## src/rtl/xadc_select_sequencer_if.sv

```systemverilog
// rtl/xadc_select_sequencer_if.sv - button/strobe inputs and mux/display outputs of the XADC select sequencer
interface xadc_select_sequencer_if;
  logic       btn_next;
  logic       btn_prev;
  logic       auto_en;
  logic       sample_valid;
  logic [1:0] data_select;
  logic       display_update;
  logic       mode_busy;

  modport master (
    output btn_next, btn_prev, auto_en, sample_valid,
    input  data_select, display_update, mode_busy
  );

  modport slave (
    input  btn_next, btn_prev, auto_en, sample_valid,
    output data_select, display_update, mode_busy
  );
endinterface

```

## src/rtl/xadc_select_sequencer.sv

```systemverilog
// rtl/xadc_select_sequencer.sv - XADC mux select sequencer: debounced buttons, auto-scroll, blank/settle/active FSM
// Optional XADC_SEQ_SKIP_OFF_EN: rotate only through 01/10/11 so the target never becomes OFF.
module xadc_select_sequencer #(
  parameter int DEBOUNCE_CYCLES    = 1_000_000,
  parameter int BLANK_CYCLES       = 1_000,
  parameter int AUTO_PERIOD_CYCLES = 100_000_000,
  parameter int SETTLE_SAMPLES     = 1
) (
  input  logic clk,
  input  logic reset,
  xadc_select_sequencer_if.slave bus
);

  localparam int DBW = $clog2(DEBOUNCE_CYCLES + 1);
  localparam int BW  = $clog2(BLANK_CYCLES + 1);
  localparam int AW  = $clog2(AUTO_PERIOD_CYCLES + 1);
  localparam int SW  = (SETTLE_SAMPLES > 0) ? $clog2(SETTLE_SAMPLES + 1) : 1;

  localparam logic [DBW-1:0] DB_LAST     = DBW'(DEBOUNCE_CYCLES - 1);
  localparam logic [BW-1:0]  BLANK_LAST  = BW'(BLANK_CYCLES - 1);
  localparam logic [AW-1:0]  AUTO_LAST   = AW'(AUTO_PERIOD_CYCLES - 1);
  localparam logic [SW-1:0]  SETTLE_LAST = SW'(SETTLE_SAMPLES - 1);

  typedef enum logic [1:0] {
    ST_BLANK  = 2'd0,
    ST_SETTLE = 2'd1,
    ST_ACTIVE = 2'd2
  } state_t;

  state_t              state_q, state_d;
  logic [1:0]          sync1_q, sync1_d, sync2_q, sync2_d;
  logic [1:0]          db_q, db_d, db_dly_q, db_dly_d;
  logic [1:0][DBW-1:0] db_cnt_q, db_cnt_d;
  logic [1:0]          target_q, target_d;
  logic [BW-1:0]       blank_cnt_q, blank_cnt_d;
  logic [SW-1:0]       settle_cnt_q, settle_cnt_d;
  logic [AW-1:0]       auto_cnt_q, auto_cnt_d;
  logic [1:0]          sel_q, sel_d;
  logic                upd_q, upd_d;
  logic                busy_q, busy_d;

  logic [1:0] rise;
  logic       btn_one, auto_fire, go_next, go_prev, mode_evt;

  function automatic logic [1:0] rot_next(input logic [1:0] t);
`ifdef XADC_SEQ_SKIP_OFF_EN
    return (t == 2'b11) ? 2'b01 : t + 2'd1;
`else
    return t + 2'd1;
`endif
  endfunction

  function automatic logic [1:0] rot_prev(input logic [1:0] t);
`ifdef XADC_SEQ_SKIP_OFF_EN
    return (t == 2'b01) ? 2'b11 : t - 2'd1;
`else
    return t - 2'd1;
`endif
  endfunction

  // bit 0 = next, bit 1 = prev; simultaneous rises cancel, a lone rise beats auto-advance
  assign rise      = db_q & ~db_dly_q;
  assign btn_one   = rise[0] ^ rise[1];
  assign auto_fire = (state_q == ST_ACTIVE) && bus.auto_en && (auto_cnt_q == AUTO_LAST);
  assign go_next   = btn_one ? rise[0] : auto_fire;
  assign go_prev   = btn_one & rise[1];
  assign mode_evt  = go_next | go_prev;

  always_comb begin
    state_d      = state_q;
    sync1_d      = {bus.btn_prev, bus.btn_next};
    sync2_d      = sync1_q;
    db_d         = db_q;
    db_dly_d     = db_q;
    db_cnt_d     = db_cnt_q;
    target_d     = target_q;
    blank_cnt_d  = blank_cnt_q;
    settle_cnt_d = settle_cnt_q;
    auto_cnt_d   = '0;

    for (int i = 0; i < 2; i++) begin
      if (sync2_q[i] != db_q[i]) begin
        if (db_cnt_q[i] == DB_LAST) begin
          db_d[i]     = sync2_q[i];
          db_cnt_d[i] = '0;
        end else begin
          db_cnt_d[i] = db_cnt_q[i] + 1'b1;
        end
      end else begin
        db_cnt_d[i] = '0;
      end
    end

    if ((state_q == ST_ACTIVE) && bus.auto_en)
      auto_cnt_d = auto_fire ? '0 : auto_cnt_q + 1'b1;

    case (state_q)
      ST_BLANK: begin
        if (blank_cnt_q == BLANK_LAST) begin
          blank_cnt_d  = '0;
          settle_cnt_d = '0;
          state_d      = (SETTLE_SAMPLES == 0) ? ST_ACTIVE : ST_SETTLE;
        end else begin
          blank_cnt_d = blank_cnt_q + 1'b1;
        end
      end
      ST_SETTLE: begin
        if (bus.sample_valid) begin
          if (settle_cnt_q == SETTLE_LAST) begin
            settle_cnt_d = '0;
            state_d      = ST_ACTIVE;
          end else begin
            settle_cnt_d = settle_cnt_q + 1'b1;
          end
        end
      end
      ST_ACTIVE: ;
      default: state_d = ST_BLANK;
    endcase

    if (mode_evt) begin
      target_d     = go_next ? rot_next(target_q) : rot_prev(target_q);
      state_d      = ST_BLANK;
      blank_cnt_d  = '0;
      settle_cnt_d = '0;
      auto_cnt_d   = '0;
    end

    // outputs are registered from the next state so they line up with state_q
    upd_d  = (state_q == ST_ACTIVE) && bus.sample_valid && !mode_evt;
    sel_d  = (state_d == ST_BLANK) ? 2'b00 : target_d;
    busy_d = (state_d != ST_ACTIVE);
  end

  always_ff @(posedge clk or posedge reset) begin
    if (reset) begin
      state_q      <= ST_BLANK;
      sync1_q      <= '0;
      sync2_q      <= '0;
      db_q         <= '0;
      db_dly_q     <= '0;
      db_cnt_q     <= '0;
      target_q     <= 2'b01;
      blank_cnt_q  <= '0;
      settle_cnt_q <= '0;
      auto_cnt_q   <= '0;
      sel_q        <= 2'b00;
      upd_q        <= 1'b0;
      busy_q       <= 1'b1;
    end else begin
      state_q      <= state_d;
      sync1_q      <= sync1_d;
      sync2_q      <= sync2_d;
      db_q         <= db_d;
      db_dly_q     <= db_dly_d;
      db_cnt_q     <= db_cnt_d;
      target_q     <= target_d;
      blank_cnt_q  <= blank_cnt_d;
      settle_cnt_q <= settle_cnt_d;
      auto_cnt_q   <= auto_cnt_d;
      sel_q        <= sel_d;
      upd_q        <= upd_d;
      busy_q       <= busy_d;
    end
  end

  assign bus.data_select    = sel_q;
  assign bus.display_update = upd_q;
  assign bus.mode_busy      = busy_q;

endmodule
```

## src/flat_wrapper.sv

```systemverilog
// flat-port wrapper written by rule: the top's interface ports become plain ports
module xadc_select_sequencer_flat 
#(
  parameter int DEBOUNCE_CYCLES    = 1_000_000,
  parameter int BLANK_CYCLES       = 1_000,
  parameter int AUTO_PERIOD_CYCLES = 100_000_000,
  parameter int SETTLE_SAMPLES     = 1
)
  (clk, reset, bus_btn_next, bus_btn_prev, bus_auto_en, bus_sample_valid, bus_data_select, bus_display_update, bus_mode_busy);
  xadc_select_sequencer_if bus_i ();
  input  logic clk;
  input  logic reset;
  input wire logic [$bits(bus_i.btn_next)-1:0] bus_btn_next;
  input wire logic [$bits(bus_i.btn_prev)-1:0] bus_btn_prev;
  input wire logic [$bits(bus_i.auto_en)-1:0] bus_auto_en;
  input wire logic [$bits(bus_i.sample_valid)-1:0] bus_sample_valid;
  output wire logic [$bits(bus_i.data_select)-1:0] bus_data_select;
  output wire logic [$bits(bus_i.display_update)-1:0] bus_display_update;
  output wire logic [$bits(bus_i.mode_busy)-1:0] bus_mode_busy;
  assign bus_i.btn_next = bus_btn_next;
  assign bus_i.btn_prev = bus_btn_prev;
  assign bus_i.auto_en = bus_auto_en;
  assign bus_i.sample_valid = bus_sample_valid;
  assign bus_data_select = bus_i.data_select;
  assign bus_display_update = bus_i.display_update;
  assign bus_mode_busy = bus_i.mode_busy;
  xadc_select_sequencer #(.DEBOUNCE_CYCLES(DEBOUNCE_CYCLES), .BLANK_CYCLES(BLANK_CYCLES), .AUTO_PERIOD_CYCLES(AUTO_PERIOD_CYCLES), .SETTLE_SAMPLES(SETTLE_SAMPLES)) u_core (.clk(clk), .reset(reset), .bus(bus_i));
endmodule
```

## config.mk

```make
export PLATFORM = sky130hd
export DESIGN_NAME = xadc_select_sequencer_flat
export DESIGN_NICKNAME = d
export VERILOG_FILES = /design/src/rtl/xadc_select_sequencer_if.sv /design/src/rtl/xadc_select_sequencer.sv /design/src/flat_wrapper.sv
export SDC_FILE = /design/constraint.sdc
export NUM_CORES = 1
export LEC_CHECK = 0
export ABC_AREA = 1
export CORE_AREA = 2 2 95 97
export DETAILED_ROUTE_END_ITERATION = 16
export DIE_AREA = 0 0 97 99
export DONT_BUFFER_PORTS = 1
export GPL_TIMING_DRIVEN = 0
export PLACE_DENSITY = 0.75
export SYNTH_ARGS = -nofsm -noshare
export SYNTH_HDL_FRONTEND = slang
export SYNTH_SLANG_ARGS = --single-unit
```

## constraint.sdc

```tcl
create_clock -name clk -period 3.6 [get_ports clk]
set_input_delay 0.36 -clock clk [delete_from_list [all_inputs] [get_ports clk]]
set_output_delay 0.36 -clock clk [all_outputs]
set_load 0.01 [all_outputs]
```

Word level (Yosys, flattened, before mapping)
Index checks and enable logic that the tools add are counted.
{ "totals": {"output_inout_bits": 4, "reg_bits": 94, "inputBits": 6, "elab_cells": 74} }
{ "op_classes": {"n_eq_ne": 11, "n_reduce_logical": 12, "mux": 24, "n_bitwise": 5, "add_sub_neg": 7} }
{ "op_table": {"columns": ["cell", "n"], "rows": [
  ["$mux 27", 3],
  ["$mux 20", 4],
  ["$add 20x1->20 const B", 2],
  ["$eq 20x20->1 const B", 2],
  ["$mux 10", 3],
  ["$add 27x1->27 const B", 1],
  ["$eq 27x27->1 const B", 1],
  ["$mux 2", 7],
  ["$add 10x1->10 const B", 1],
  ["$eq 10x10->1 const B", 1],
  ["$pmux 2 s3", 1],
  ["$mux 1", 5],
  ["$logic_and 1x1->1", 4],
  ["$logic_not 2->1", 2],
  ["$reduce_and 2->1", 2],
  ["$ne 3x1->1 const B", 1],
  ["$ne 3x2->1 const B", 1],
  ["$reduce_and 3->1", 1],
  ["$reduce_bool 3->1", 1],
  ["$add 2x1->2 const B", 1],
  ["$and 2x2->2", 1],
  ["$eq 2x1->1 const B", 1],
  ["$eq 2x2->1 const B", 1],
  ["$ne 1x1->1", 2],
  ["other kinds (10)", 10]
]} }

Logic depth before layout (Yosys ltp)
{ "depth": {"depth_word": 8, "depth_mapped": 11, "mapped_depth_nobuf": 11} }

Worst setup path after synthesis
No wires, ideal clock.
{ "synth_path": {"path_kind": "flip-flop to flip-flop", "startpoint": "reg u_core.db_q[1] (netlist: u_core.db_dly_d[1])", "endpoint": "reg u_core.auto_cnt_q[11]", "arrival_time_ns": 1.497, "setup_ns": 0.120, "stages_incl_launch_ff": 10, "required_ns": 3.480, "slack_ns": 1.983, "path_cell_list": "dfrtp_1 -> inv_1 -> nor2_1 -> ha_1 -> or2_2 -> nand2_2 -> nor2_4 -> nand3_4 -> buf_12 -> nor2_2"} }
{ "synth_via": {"elab_chain_len": 5, "word_cells_on_any_way": 6, "classes_between": "mux: 2; bitwise: 4"} }
{ "synth_rtl": {"columns": ["element", "line", "rtl"], "rows": [
  ["start, declared", "xadc_select_sequencer.sv:32", "logic [1:0] db_q, db_d, db_dly_q, db_dly_d;"],
  ["start signal, assigned", "xadc_select_sequencer.sv:140", "db_q <= '0;"],
  ["start signal, assigned", "xadc_select_sequencer.sv:154", "db_q <= db_d;"],
  ["$and 2x2->2 (*)", "xadc_select_sequencer.sv:62", "assign rise = db_q & ~db_dly_q;"],
  ["$xor 1x1->1", "xadc_select_sequencer.sv:63", "assign btn_one = rise[0] ^ rise[1];"],
  ["$mux 1 / $and 1x1->1 (equally long branches)", "xadc_select_sequencer.sv:65, xadc_select_sequencer.sv:66", null],
  ["$or 1x1->1 (*)", "xadc_select_sequencer.sv:67", "assign mode_evt = go_next | go_prev;"],
  ["$mux 27 (*)", "xadc_select_sequencer.sv:121", "if (mode_evt) begin"],
  ["named net u_core.auto_cnt_d[11]", "xadc_select_sequencer.sv:37", "logic [AW-1:0] auto_cnt_q, auto_cnt_d;"],
  ["end signal, assigned", "xadc_select_sequencer.sv:160", "auto_cnt_q <= auto_cnt_d;"],
  ["end, declared", "xadc_select_sequencer.sv:37", null]
]} }
The timed path passes the listed nets; every way through them passes the cells marked *.
A chain may end at the register's enable or synchronous reset.

Worst setup path after layout
{ "layout_path": {"startpoint": "reg u_core.auto_cnt_q[0]", "endpoint": "reg u_core.auto_cnt_q[3]"} }
{ "layout_via": {"elab_chain_len": 5, "word_cells_on_any_way": 8, "classes_between": "add/sub: 1; eq/ne: 1; mux: 4; bitwise: 1; reduce/logical: 1"} }
{ "layout_rtl": {"columns": ["element", "line"], "rows": [
  ["parallel branches: the longest is 4 deep, another holds $add 27x1->27", null],
  ["$mux 27 (*)", "xadc_select_sequencer.sv:121"],
  ["named net u_core.auto_cnt_d[3]", "xadc_select_sequencer.sv:37"]
]} }
Mark *: on every way through the listed nets, which the timed path passes.

==> results_dict.tcl <==
set metrics [dict create \
    dp_worst_setup_slack_ns 1.72 \
    final_cell_mix "122 x nand2_1, 111 x nor2_1, 91 x dfrtp_1" \
    route.detailed.drc 0 \
    cts_root_buf "clkbuf_8" \
    ctsResizeCount 0 \
    leakagePower_nw 2.35 \
    grt_overflow_total 0 \
    synth_area_leaders "dfrtp_1 45%, nand2_1 9.1%, nor2_1 8.3%" \
    synth_nets 642 \
    worstPathArrival_ns 2.17 \
    io_buffers 0 \
    multiInputGateArea_um2 2290 \
    design_area_um2 5390 \
    globalplace.congestion 0.902 \
    rsz0062_at_grt "no" \
    pin_count 10 \
    place_area_um2 5170 \
    status "complete, no violations" \
    die_height_um 99 \
    worst_slew_pin_slew_ns 0.464 \
    num_antenna_cells 0 \
    grt_pass1_wl_mm 16.9 \
    clock_latency_ns 0.37 \
    routedWlPerCell_um 12.1 \
    grt_pass1_vias 3936 \
    syn_avg_cell_area_um2 7.93 \
    dp.cells 740 \
    synth_top_area_share_pct 45.5 \
    hold_viol 0 \
    first_pass_iters 4 \
    layout-drive-gt1-share_pct 8.29 \
    slew_violations 0 \
    netlist_instances 631 \
    core_region_area_um2 8550 \
    dieArea_um2 9600 \
    synth_area_leader_cell "dfrtp_1" \
    grt_max_degree 61 \
    max_slew_margin_pct 68.8 \
    clock.fmax_mhz 536 \
    h-tree-depth 3 \
    via_count 3889 \
    finalPower_mw 1.78 \
    track_usage_pct 21.2 \
    worstSetupPathType "reg2reg" \
    finalCriticalPeriod_ns 1.87 \
    yosysWarnings 0 \
    grt_antenna_before_repair 0 \
    powerDensity_nw_per_um2 330 \
    clockBufferDepth 2 \
    ir_worst_vdd_v 0.000222 \
    viasPerCell 5.12 \
    hold_path_class "in2reg" \
    ys_ff_latch 93 \
    die_w_um 97 \
    final_nets 657 \
    post-dp-hpwl_mm 6.76 \
    num_rows 34 \
    drt_iter0_drc 138 \
    seq_area_um2 2330 \
    ys_seq_area_share_pct 46.5 \
    fillCellCount 760 \
    cts_tree "yes" \
    postRouteAntennaNets 0 \
    clk_pin_slew_worst_paths_ns 0.10 \
    synth_area_um2 5010 \
    fin_cells 759 \
    maxCapViolCount 0 \
    crit_fanout 10 \
    area_growth_pct 7.72 \
    final_common_cell "nand2_1" \
    clkSinkCount 93 \
    crit_path_end_kind "flop" \
    fin_setup_tns_ns 0 \
    synth_cell_types 33 \
    cts_buffers 9 \
    crit_required_ns 3.90 \
    finalClockSkew_ns 0.00776 \
    worst_slack_ns 1.73 \
    finalCritPeriodShare_pct 51.8 \
    wl_mm 9.21 \
    critPathLaunchType "flop" \
    report.final.setup_viol 0 \
    initial_core_util_pct 58.5 \
]
==> through the flow <==
step	hold slack [ns]	util, %
5_1_grt	0.176	63.1
4_1_cts	0.143	63.1
3_3_place_gp	0.338	60.1
2_1_floorplan	0.331	-
3_5_place_dp	0.276	60.5
6_report	0.158	63.1
==> layout make-up <==
cell class | count | area share (%)
sequential | 93 | 43.2
tap | 108 | 2.51
timing repair buffer | 4 | 1.07
buffer | 6 | 1.02
multi-input combinational | 443 | 42.4
clock buffer | 10 | 2.55
clock inverter | 6 | 0.998
inverter | 89 | 6.24
==> cells in the mapped netlist <==
cell type / count
a211oi_1: 1
nand3b_2: 1
clkbuf_1: 2
nand3_2: 1
ha_1: 5
nand3_4: 1
dfstp_2: 2
nand4_1: 18
o21ai_0: 10
nor3_2: 3
xnor2_1: 10
buf_2: 1
a21oi_1: 16
o211ai_1: 2
nor2_1: 111
xor2_1: 32
or2_2: 2
nor3b_1: 3
nand2_1: 122
buf_6: 2
nor2_4: 4
and3_1: 3
buf_12: 1
nand3b_1: 7
nor3_1: 27
nor4_1: 1
mux2_2: 2
o21a_1: 3
nand3_1: 42
nor2_2: 12
dfrtp_1: 91
inv_1: 89
nand2_2: 4
==> critical path, cell delays in order, from the launching register on <==
cell	delay (ns)
dfrtp_1	0.41
ha_1	0.24
nand2_1	0.08
nor2_1	0.06
nand2_2	0.15
nor2_4	0.06
nand3_2	0.10
nand2_2	0.08
nor2_4	0.19
nand3_4	0.16
buf_12	0.19
nor2_2	0.08
==> logic make-up (layout without fill, tap and decap cells) <==
group           after synthesis  count (layout)  synth area share [%]
simple gates                362             362                  33.1
mux                           2               2                 0.450
buf+inv                      95             115                  7.77
xor+xnor                     42              42                  7.35
fa+ha+maj                     5               5                  1.25
flops                        93              93                  46.5
compound gates               32              32                  3.50
==> where the power goes <==
group / internal (mW) / total, mW / switching (mW)
Combinational: 0.0132 / 0.0486 / 0.0354
Clock: 0.283 / 0.676 / 0.393
Sequential: 1.05 / 1.06 / 0.00464
==> per-layer routing <==
metal | global-route usage [%] | share of wire (%)
met5 | 0 | 0
met4 | 5.42 | 0.80
met3 | 4.96 | 3.9
met2 | 36.6 | 48
met1 | 27.3 | 47
==> state kept, by name (all words and copies together), names as in the netlist <==
register,count
u_core.bus.display_update,1
u_core.state_q,2
u_core.db_cnt_q,40
u_core.db_dly_q,2
u_core.blank_cnt_q,10
u_core.bus.data_select,2
u_core.target_q,2
u_core.sync1_q,2
u_core.bus.mode_busy,1
u_core.sync2_q,2
u_core.db_dly_d,2
u_core.auto_cnt_q,27
==> worst paths after layout <==
path	slack (ns)	cells after the start	endpoint	startpoint
setup / recovery	1.73	11	u_core.auto_cnt_q[3]	u_core.auto_cnt_q[0]
hold / removal	0.16	2	u_core.bus.display_update	bus_sample_valid
setup reg to reg	1.73	11	u_core.auto_cnt_q[3]	u_core.auto_cnt_q[0]
hold reg to reg	0.36	0	u_core.sync2_q[1]	u_core.sync1_q[1]
max in group asynchronous	2.45	3	u_core.bus.mode_busy	reset
min in group asynchronous	0.48	2	u_core.db_cnt_q[1]	reset
==> what timing repair did <==
item,in CTS,in global routing
hold buffers,3,0
buffers inserted,0,0
hold endpoints to repair,35,0
Note: power is estimated with default switching activity, not from simulation.
